### src/rtl/multiplier.sv
// Shift-add multiply-accumulate: PRODUCT = QUOTIENT * DIVISOR (+ REMAINDER when
// MULTIPLIER_ACCUM_EN is defined), one partial product per clock, QW clocks per result.
//
// state   | meaning
// IDLE    | waiting for START, PRODUCT holds last result
// RUN     | one shift-add step per edge, QW steps total
// DONE    | DONE high, PRODUCT stable, waits for START low
module multiplier #(
  parameter int QW = 4,
  parameter int DW = 5,
  parameter int PW = 9
) (
  input  logic          CLK,
  input  logic          RESET_N,
  input  logic          START,
  input  logic [QW-1:0] QUOTIENT,
  input  logic [DW-1:0] DIVISOR,
  input  logic [DW-1:0] REMAINDER,
  output logic [PW-1:0] PRODUCT,
  output logic          DONE
);

  localparam int CW = (QW > 1) ? $clog2(QW) : 1;
  localparam logic [CW-1:0] LAST_STEP = CW'(QW - 1);

  typedef enum logic [1:0] {
    ST_IDLE = 2'd0,
    ST_RUN  = 2'd1,
    ST_DONE = 2'd2
  } state_t;

  state_t        state_q, state_d;
  logic [PW-1:0] acc_q, acc_d;
  logic [DW-1:0] mcand_q, mcand_d;
  logic [QW-1:0] mplr_q, mplr_d;
  logic [CW-1:0] count_q, count_d;
  logic [PW-1:0] product_q, product_d;
  logic          done_q, done_d;

  logic [PW-1:0] acc_init;
  logic [PW-1:0] addend;
  logic [PW-1:0] acc_step;

`ifdef MULTIPLIER_ACCUM_EN
  assign acc_init = PW'(REMAINDER);
`else
  // REMAINDER stays on the port so both builds share one pinout.
  logic unused_remainder;
  assign unused_remainder = ^REMAINDER;
  assign acc_init = '0;
`endif

  // PW is wide enough for the full result, so the sum never carries out.
  assign addend   = PW'(mcand_q) << count_q;
  assign acc_step = mplr_q[0] ? (acc_q + addend) : acc_q;

  always_comb begin
    state_d   = state_q;
    acc_d     = acc_q;
    mcand_d   = mcand_q;
    mplr_d    = mplr_q;
    count_d   = count_q;
    product_d = product_q;
    case (state_q)
      ST_IDLE: begin
        if (START) begin
          acc_d   = acc_init;
          mcand_d = DIVISOR;
          mplr_d  = QUOTIENT;
          count_d = '0;
          state_d = ST_RUN;
        end
      end
      ST_RUN: begin
        acc_d   = acc_step;
        mplr_d  = mplr_q >> 1;
        count_d = count_q + 1'b1;
        if (count_q == LAST_STEP) begin
          product_d = acc_step;
          state_d   = ST_DONE;
        end
      end
      ST_DONE: begin
        if (!START) state_d = ST_IDLE;
      end
      default: state_d = ST_IDLE;
    endcase
    done_d = (state_d == ST_DONE);
  end

  always_ff @(posedge CLK) begin
    if (!RESET_N) begin
      state_q   <= ST_IDLE;
      acc_q     <= '0;
      mcand_q   <= '0;
      mplr_q    <= '0;
      count_q   <= '0;
      product_q <= '0;
      done_q    <= 1'b0;
    end else begin
      state_q   <= state_d;
      acc_q     <= acc_d;
      mcand_q   <= mcand_d;
      mplr_q    <= mplr_d;
      count_q   <= count_d;
      product_q <= product_d;
      done_q    <= done_d;
    end
  end

  assign PRODUCT = product_q;
  assign DONE    = done_q;

endmodule

### config.mk
export PLATFORM = sky130hd
export DESIGN_NAME = multiplier
export DESIGN_NICKNAME = d
export VERILOG_FILES = /design/src/rtl/multiplier.sv
export SDC_FILE = /design/constraint.sdc
export NUM_CORES = 1
export LEC_CHECK = 0
export ABC_CLOCK_PERIOD_IN_PS = 3700
export BUFFER_PORTS_ARGS = -buffer_cell sky130_fd_sc_hd__clkbuf_2
export CORE_MARGIN = 10
export CORE_UTILIZATION = 40
export DETAILED_ROUTE_END_ITERATION = 12
export PLACE_DENSITY = 0.58
export RECOVER_POWER = 100
export SYNTH_ARGS = -nofsm -noshare
export SYNTH_HDL_FRONTEND = slang
export SYNTH_SLANG_ARGS = --single-unit
### constraint.sdc
create_clock -name CLK -period 3.7 [get_ports CLK]
set_clock_uncertainty 0.05 [all_clocks]
set_input_delay 0.555 -clock CLK [delete_from_list [all_inputs] [get_ports CLK]]
set_output_delay 0.555 -clock CLK [all_outputs]
set_load 0.02 [all_outputs]
# Word-level counts from Yosys, hierarchy flattened
# Index checks and enable logic that the tools add are counted.
# op_classes
n_eq_ne	5
n_shift	1
add_sub_neg	2
mux	11
n_reduce_logical	5
# op_table
cell	count
two-way mux 9 bit	2
one-hot mux 9 bit (2 select lines)	1
adder 9 bit	1
left shift 5 x 2 -> 9 bit	1
two-way mux 2 bit	4
one-hot mux 4 bit (2 select lines)	1
equality test 2 bit, second input constant	3
one-hot mux 2 bit (3 select lines)	1
AND reduction 2 bit	3
two-way mux 4 bit	1
one-hot mux 2 bit (2 select lines)	1
adder 2 x 1 -> 2 bit, second input constant	1
equality test 2 x 1 -> 1 bit, second input constant	1
logical NOT 2 bit	1
!= test 2 bit, second input constant	1
nonzero test 2 bit	1
# word_totals
in_bits	17
reg_bits	32
elab_cells	31

# Depth between registers and ports, before layout
# Gate-level depths: netlist of run 1.
# depth
ltp_word	4
ltp_mapped	11
depth_no_buf	9

# Worst setup path before layout of run 1
# No wires, ideal clock.
# synth_path
path_kind	reg-to-reg
startpoint	register count_q[1]
endpoint	register acc_q[8]
required_ns	3.576
arrival_ns	2.364
slack_ns	1.211
stages_incl_launch_ff	12
path_buffers	2
cell_sequence	dfxtp_1 > clkbuf_1 > mux2_2 > nor2_1 > a21oi_1 > ha_1 > buf_2 > o211a_1 > a221oi_2 > a21oi_2 > nand3b_4 > a31oi_2
# synth_between
elab_chain_cells	4
# synth_rtl
item	line_no	text
from (decl)	36	logic [CW-1:0] count_q, count_d;
from (signal assigned)	105	count_q <= count_d;
left shift 5 x 2 -> 9 bit	54	assign addend = PW'(mcand_q) << count_q;
adder 9 bit	55	assign acc_step = mplr_q[0] ? (acc_q + addend) : acc_q;
two-way mux 9 bit	55	
one-hot mux 9 bit (2 select lines)	64	case (state_q)
to (signal assigned)	94	acc_q <= '0;
to (signal assigned)	102	acc_q <= acc_d;
to (decl)	33	logic [PW-1:0] acc_q, acc_d;
# No other way between the ends.
# A chain may end at the register's enable or synchronous reset.

# Worst setup path after layout of run 1
# layout_path
startpoint	register count_q[0]
endpoint	register acc_q[8]
# The elaborated chain is that of the path after synthesis.

==> key figures, run 1 <==
Run status
  • Run status: finished clean

Floorplanning
  • Row Count: 24
  • Starting Density: 40.9%
  • Total die area: 7440 um2
  • IO Count: 27
  • Die Span X: 86.3 um
  • Die span in y: 86.3 um
  • Placeable Area: 4290 um2

Setup path
  • R2R depth: 8
  • R2R setup slack: 0.88 ns
  • Worst setup SP type: flop
  • Required @ worst endpoint: 3.86 ns
  • Worst reg2reg path endpoint: acc_q[8]
  • Critical Path End Type: flop
  • Worst flop-to-flop path startpoint: count_q[0]
  • Crit path arrival time: 2.98 ns
  • CP startpoint: count_q[0]
  • Setup Crit Path Kind: flop to flop
  • Crit Path Max Fanout: 14

Timing
  • Fin crit period: 2.82 ns
  • Peak Freq: 355 MHz
  • Final hold violations: 0
  • Max-slew headroom: 46.4%
  • # setup viols final: 0
  • Final Max Slew Viols: 0
  • Worst-Margin Slew: 0.795 ns
  • Total Neg Setup Slack: 0 ns
  • Final period util: 76.1%
  • Unrepaired setup endpoints after global routing: false

CTS
  • Setup Fix Bufs, Post-CTS: 0
  • Hold-fix buffer count after cts: 0
  • H-Tree Depth: 2
  • Total CTS buffers: 5
  • CTS Sinks: 32
  • CTS tree: built
  • CTS Root Cell: clkbuf_8
  • CTS Buffer Depth: 2
  • Reg clk slew, reported paths: 0.07 ns
  • CTS-repair resized insts: 0
  • Clock Latency Late Sink: 0.29 ns

Pwr
  • Max VDD drop: 0.205 mV
  • Leak: 0.829 nW
  • PD cells: 414 nW/um2

Cells and area
  • Final net count: 255
  • Final instance area: 2000 um2
  • Antenna Cells: 0
  • Layout cells sized above 1: 10.9%
  • Fillers: 453
  • FF+latch area: 641 um2
  • Multi-input gate area: 1050 um2
  • Area delta synth->final: 14.0%

Routing
  • Pre-antenna DRT Iters: 4
  • 1st-iter DRT viols: 94
  • Vias: 1583
  • Post-DRT Antenna Nets: 0
  • Vias per Instance: 5.63
  • Drt wl/cell: 15.4 um
  • Final WL: 4320 um
  • Number of remaining DRC errors: 0

Hold path
  • Hold Crit Depth: 2
  • Hold Crit Endpoint: PRODUCT[3]
  • Hold Path Class: flop to flop
  • Hold_sp: PRODUCT[3]

Global route
  • Initial antenna violation count: 0
  • Overflow after GRT: 0
  • First-pass GRT wire length: 7400 um
  • Vias in the first global route: 1503
  • Largest net degree at the start of global routing: 23
  • Total GRT Usage: 12.1%

Logic synthesis
  • Register area share after synthesis: 36.5%
  • Mapped Avg Cell Area: 8.49 um2
  • Yosys cell types: 43
  • Ys Warns: 0
  • Syn nets: 234
  • Synth async-reset ratio: 0%
  • Number of synthesized flops with an enable pin: 0
  • Post-Synthesis Cell Area: 1760 um2
  • Post-Syn Instances: 207
  • Dominant synthesized flop cell: dfxtp_1
  • Register bit total from synthesis: 32

Job
  • Max Cap Viol: 0

Placed design
  • Placed Area: 1900 um2
  • Post-DP HPWL: 3070 um
  • IO buf count: 21
  • Gpl congestion: 0.811
==> Yosys cell counts, types with 4 or more instances <==
| library cell | count | area share (%) |
|---|---|---|
| dfxtp_1 | 32 | 36 |
| nor2_1 | 27 | 5.8 |
| o21ai_0 | 18 | 5.1 |
| nand2_1 | 15 | 3.2 |
| a21oi_1 | 14 | 4.0 |
| mux2i_1 | 14 | 8.0 |
| nand3_1 | 11 | 3.1 |
| ha_1 | 9 | 6.4 |
| inv_1 | 6 | 1.3 |
| a211oi_1 | 5 | 2.1 |
| a22oi_1 | 5 | 2.1 |
| clkbuf_1 | 5 | 1.1 |
| xnor2_1 | 4 | 2.0 |
==> cells in the final DEF (no fill, tap or decap), types with 2 or more instances in the layout <==
master and count:
a31oi_1 2, and3_1 3, nand3b_1 2, a21oi_1 15
a221oi_1 3, mux2_2 2, mux2i_1 14, a211oi_1 5
clkbuf_2 10, inv_1 6, o21ai_0 18, clkbuf_1 11
clkbuf_8 7, dfxtp_1 32, nor2_1 27, nor3_1 2
nand3_1 11, nand2_1 15, nor2b_1 2, o22ai_1 3
a22oi_1 5, ha_1 9, xnor2_1 4
==> cell families after synthesis <==
family                   after synthesis  share of synthesized area [%]
AND/OR/NAND/NOR                       68                           18.4
AO/OA/AOI/OAI                         62                           22.9
flip-flops                            32                           36.5
multiplexers                          16                           9.26
buffers and inverters                 15                           3.42
adder cells (fa/ha/maj)               10                           7.55
XOR/XNOR                               4                           1.99
==> how the worst max path moves through the flow <==
| stage | end | cells after the start |
|---|---|---|
| 2_1_floorplan | acc_q[8] | 11 |
| 3_3_place_gp | acc_q[8] | 8 |
| 3_5_place_dp | PRODUCT[7] | 8 |
| 4_1_cts | acc_q[8] | 8 |
| 5_1_grt | PRODUCT[8] | 8 |
| 6_report | acc_q[8] | 8 |
==> worst max-delay path, stage by stage (launching register included) <==
cell	delay (ns)
dfxtp_1	0.61
nor3b_1	0.16
ha_1	0.24
fa_1	0.41
a211o_1	0.29
a221oi_1	0.40
a21oi_1	0.23
nand3b_4	0.20
a31oi_2	0.14
==> final cells by class <==
| type | instances | share of cell area (%) |
|---|---|---|
| Multi-Input combinational cell | 160 | 52.2 |
| Sequential cell | 32 | 32.0 |
| Timing Repair Buffer | 22 | 4.93 |
| Clock buffer | 7 | 4.81 |
| Tap cell | 52 | 3.25 |
| Clock inverter | 1 | 1.50 |
| Inverter | 7 | 1.31 |
==> per-layer routing <==
metal  global-route usage [%]  part of all wire (%)  wire (um)
met4                     5.30                   2.0         85
met1                     16.2                    49       2130
met2                     17.5                    42       1830
met5                        0                     0          0
met3                     3.56                   6.3        272
==> power by group <==
| group | leakage [nW] | switching, W | total, W | internal [W] |
|---|---|---|---|---|
| logic | 0.504 | 0.0000531 | 0.0000879 | 0.0000348 |
| clock network | 0.0645 | 0.000133 | 0.000370 | 0.000238 |
| registers | 0.260 | 0.0000158 | 0.000371 | 0.000355 |
==> metrics by stage <==
| step | setup slack, ns | total power, W | instances | util [%] | hold slack, ns |
|---|---|---|---|---|---|
| finish | 0.883 | 0.000829 | 281 | 46.6 | 0.426 |
| global route | 0.628 | 0.000866 | 281 | 46.6 | 0.466 |
| CTS | 1.05 | 0.000836 | 281 | 47.2 | 0.426 |
| detailed placement | 1.06 | 0.000467 | 273 | 44.3 | 0.417 |
| global placement | 1.07 | 0.000467 | 273 | 44.3 | 0.415 |
| floorplan | 1.21 | 0.000440 | 207 | - | 0.401 |
==> registers in the layout (all words and copies together) (netlist names) <==
register	cells
PRODUCT	9
acc_q	9
mcand_q	5
mplr_q	4
count_q	2
state_q	2
DONE	1
(Power assumes the default switching activity.)
==> run 2, diff against run 1 <==
--- a/config.mk
+++ b/config.mk
@@ -5,12 +5,12 @@
 export SDC_FILE = /design/constraint.sdc
 export NUM_CORES = 1
 export LEC_CHECK = 0
-export ABC_CLOCK_PERIOD_IN_PS = 3700
+export ABC_CLOCK_PERIOD_IN_PS = 2400
 export BUFFER_PORTS_ARGS = -buffer_cell sky130_fd_sc_hd__clkbuf_2
 export CORE_MARGIN = 10
 export CORE_UTILIZATION = 40
 export DETAILED_ROUTE_END_ITERATION = 12
-export PLACE_DENSITY = 0.58
+export PLACE_DENSITY = 0.6
 export RECOVER_POWER = 100
 export SYNTH_ARGS = -nofsm -noshare
 export SYNTH_HDL_FRONTEND = slang
==> constraint.sdc (replaced) <==
create_clock -name CLK -period 2.4 [get_ports CLK]
set_clock_uncertainty 0.05 [all_clocks]
set_input_delay 0.36 -clock CLK [delete_from_list [all_inputs] [get_ports CLK]]
set_output_delay 0.36 -clock CLK [all_outputs]
set_load 0.02 [all_outputs]
==> run 2 against run 1 <==
Clock-buffer cell count shrank 1; fmax is 24% higher; non-clock buffer count is 16 higher; setup slack got worse by 0.76 ns; routed wire length is 0.88% higher; combinational power grew 96%; sequential cell count did not move; final cell count is 5.3% higher; first-iteration DRC count is 7.4% lower; final area rose by 7.9%.
==> key figures, run 2 (synthesis results as in run 1) <==
Run status
  • Run status: finished clean

Cells and area
  • Area delta synth->final: 23.1%
  • Final net count: 271 (+6.3%)
  • Non-filler cells, final: 296 (+5.3%)
  • Antenna Cells: 0 (unchanged)
  • Commonest non-fill, non-tap cell in the layout: dfxtp_1
  • Most frequent cells in the layout: dfxtp_1 (29), nor2_1 (26), clkbuf_2 (20), o21ai_0 (17), buf_4 (16)
  • Fillers: 426 (-6.0%)
  • Layout cells sized above 1: 26.2% (+15 points)
  • Final instance area: 2160 um2 (+7.9%)

Setup path
  • R2R setup slack: 0.13 ns (-0.76 ns)
  • R2R depth: 8 (unchanged)
  • Worst setup SP type: flop
  • Critical path destination: PRODUCT[5]
  • Worst reg2reg path endpoint: PRODUCT[5]
  • Worst flop-to-flop path startpoint: count_q[1]
  • Required @ worst endpoint: 2.52 ns (-1.34 ns)
  • Crit path arrival time: 2.39 ns (-0.59 ns)
  • Setup Crit Path Kind: flop to flop
  • CP startpoint: count_q[1]
  • Crit Path Max Fanout: 6 (-8)
  • Critical Path End Type: flop

Hold path
  • Hold Path Class: primary input to flop

Floorplanning
  • Row Count: 24 (unchanged)
  • Die span in y: 86.3 um (unchanged)
  • Die Span X: 86.3 um (unchanged)
  • Placeable Area: 4290 um2 (unchanged)
  • IO Count: 27 (unchanged)
  • Starting Density: 40.9% (unchanged)
  • Total die area: 7440 um2 (unchanged)

Global route
  • First-pass GRT wire length: 7270 um (-1.7%)
  • Overflow after GRT: 0 (unchanged)
  • Largest net degree at the start of global routing: 16 (-30%)
  • Initial antenna violation count: 0 (unchanged)
  • Vias in the first global route: 1527 (+1.6%)
  • Total GRT Usage: 11.9% (-0.17 points)

CTS
  • Hold-fix buffer count after cts: 0 (unchanged)
  • Total CTS buffers: 5 (unchanged)
  • Clock Latency Late Sink: 0.28 ns (about the same)
  • CTS Buffer Depth: 2 (unchanged)
  • CTS Root Cell: clkbuf_8
  • CTS Sinks: 32 (unchanged)
  • Reg clk slew, reported paths: 0.06 ns (about the same)
  • CTS tree: built
  • H-Tree Depth: 2 (unchanged)

Routing
  • Final WL: 4360 um (+0.88%)
  • Pre-antenna DRT Iters: 4 (unchanged)
  • Number of remaining DRC errors: 0 (unchanged)
  • Post-DRT Antenna Nets: 0 (unchanged)
  • Drt wl/cell: 14.7 um (-4.2%)
  • 1st-iter DRT viols: 87 (-7.4%)
  • Vias: 1582 (-0.063%)
  • Vias per Instance: 5.34 (-5.1%)

Placed design
  • Placed Area: 2010 um2 (+5.5%)
  • Worst slack at placement: 0.0179 ns (-1.04 ns)
  • IO buf count: 21 (unchanged)
  • Gpl congestion: 0.817 (+0.70%)
  • DP Cell Count: 287 (+5.1%)
  • Post-DP HPWL: 3180 um (+3.5%)

Timing
  • Final hold violations: 0 (unchanged)
  • Fin crit period: 2.27 ns (-0.543 ns)
  • # setup viols final: 0 (unchanged)
  • Max-slew headroom: 57.1% (+11 points)
  • Peak Freq: 440 MHz (+24%)
  • Setup ws final: 0.125 ns (-0.757 ns)
  • Final period util: 94.8% (+19 points)
  • Worst-Margin Slew: 0.639 ns (-0.157 ns)
  • Final Max Slew Viols: 0 (unchanged)
  • Unrepaired setup endpoints after global routing: true

Pwr
  • PD cells: 517 nW/um2 (+25%)
  • Max VDD drop: 0.336 mV (+64%)
  • Leak: 0.916 nW (+10%)

Job
  • Max Cap Viol: 0 (unchanged)
[run 2: cell types whose count changed in the layout (fill, tap and decap cells not counted), sizes merged]
cell | before | now
buf | 1 | 17
bufinv | 1 | 0
clkbuf | 28 | 27
clkinv | 1 | 2
[run 2: through the flow]
| step | hold WS (ns) | total power (W) | utilization, % | TNS, ns |
|---|---|---|---|---|
| 2_1_floorplan | 0.401 | 0.000679 | - | 0 |
| 3_3_place_gp | 0.419 | 0.000735 | 46.7 | 0 |
| 3_5_place_dp | 0.420 | 0.000737 | 46.7 | 0 |
| 4_1_cts | 0.259 | 0.00112 | 48.5 | 0 |
| 5_1_grt | 0.278 | 0.00118 | 50.3 | -0.0544 |
| 6_report | 0.262 | 0.00112 | 50.3 | 0 |
[run 2: per-layer routing]
| metal | GRT usage, % | share of wire [%] |
|---|---|---|
| met3 | 3.75 | 5.4 |
| met4 | 4.12 | 1.2 |
| met5 | 0 | 0 |
| met2 | 17.6 | 44 |
| met1 | 16.0 | 50 |
[run 2: cell type report]
type	count	area (um2)	share of cell area (%)
clock buffer	6	72.6	3.36
clock inverter	1	5.00	0.231
inverter	7	26.3	1.22
multi-input combinational	160	1110	51.3
sequential	32	649	30.0
tap	52	65.1	3.01
timing repair buffer	38	235	10.9
[run 2: repair_timing]
item,in CTS,in global routing
setup endpoints to repair,1,6
resized for setup,1,18
buffers inserted,0,2
pin swaps,0,11
[run 2: report_power, final]
part	leakage, nW	internal (W)	switching (W)
Combinational	0.613	0.0000736	0.0000983
Sequential	0.262	0.000547	0.0000140
Clock	0.0410	0.000197	0.000187
[run 2: how the worst min path moves through the flow]
stage / start / endpoint / slack [ns] / depth (start not counted)
global route: DIVISOR[4] / mcand_q[4] / 0.28 / 3
floorplan: acc_q[6] / acc_q[6] / 0.40 / 2
CTS: DIVISOR[0] / mcand_q[0] / 0.26 / 3
finish: DIVISOR[0] / mcand_q[0] / 0.26 / 3
global placement: acc_q[4] / acc_q[4] / 0.42 / 2
detailed placement: PRODUCT[4] / PRODUCT[4] / 0.42 / 2
[run 2: worst max-delay path, cell delays in order (launching register included)]
cell	delay [ns]
dfxtp_4	0.39
mux2_4	0.31
nand2_1	0.06
o21ai_0	0.09
ha_2	0.41
mux2_2	0.35
a311o_1	0.32
o21ai_0	0.08
a31oi_1	0.09
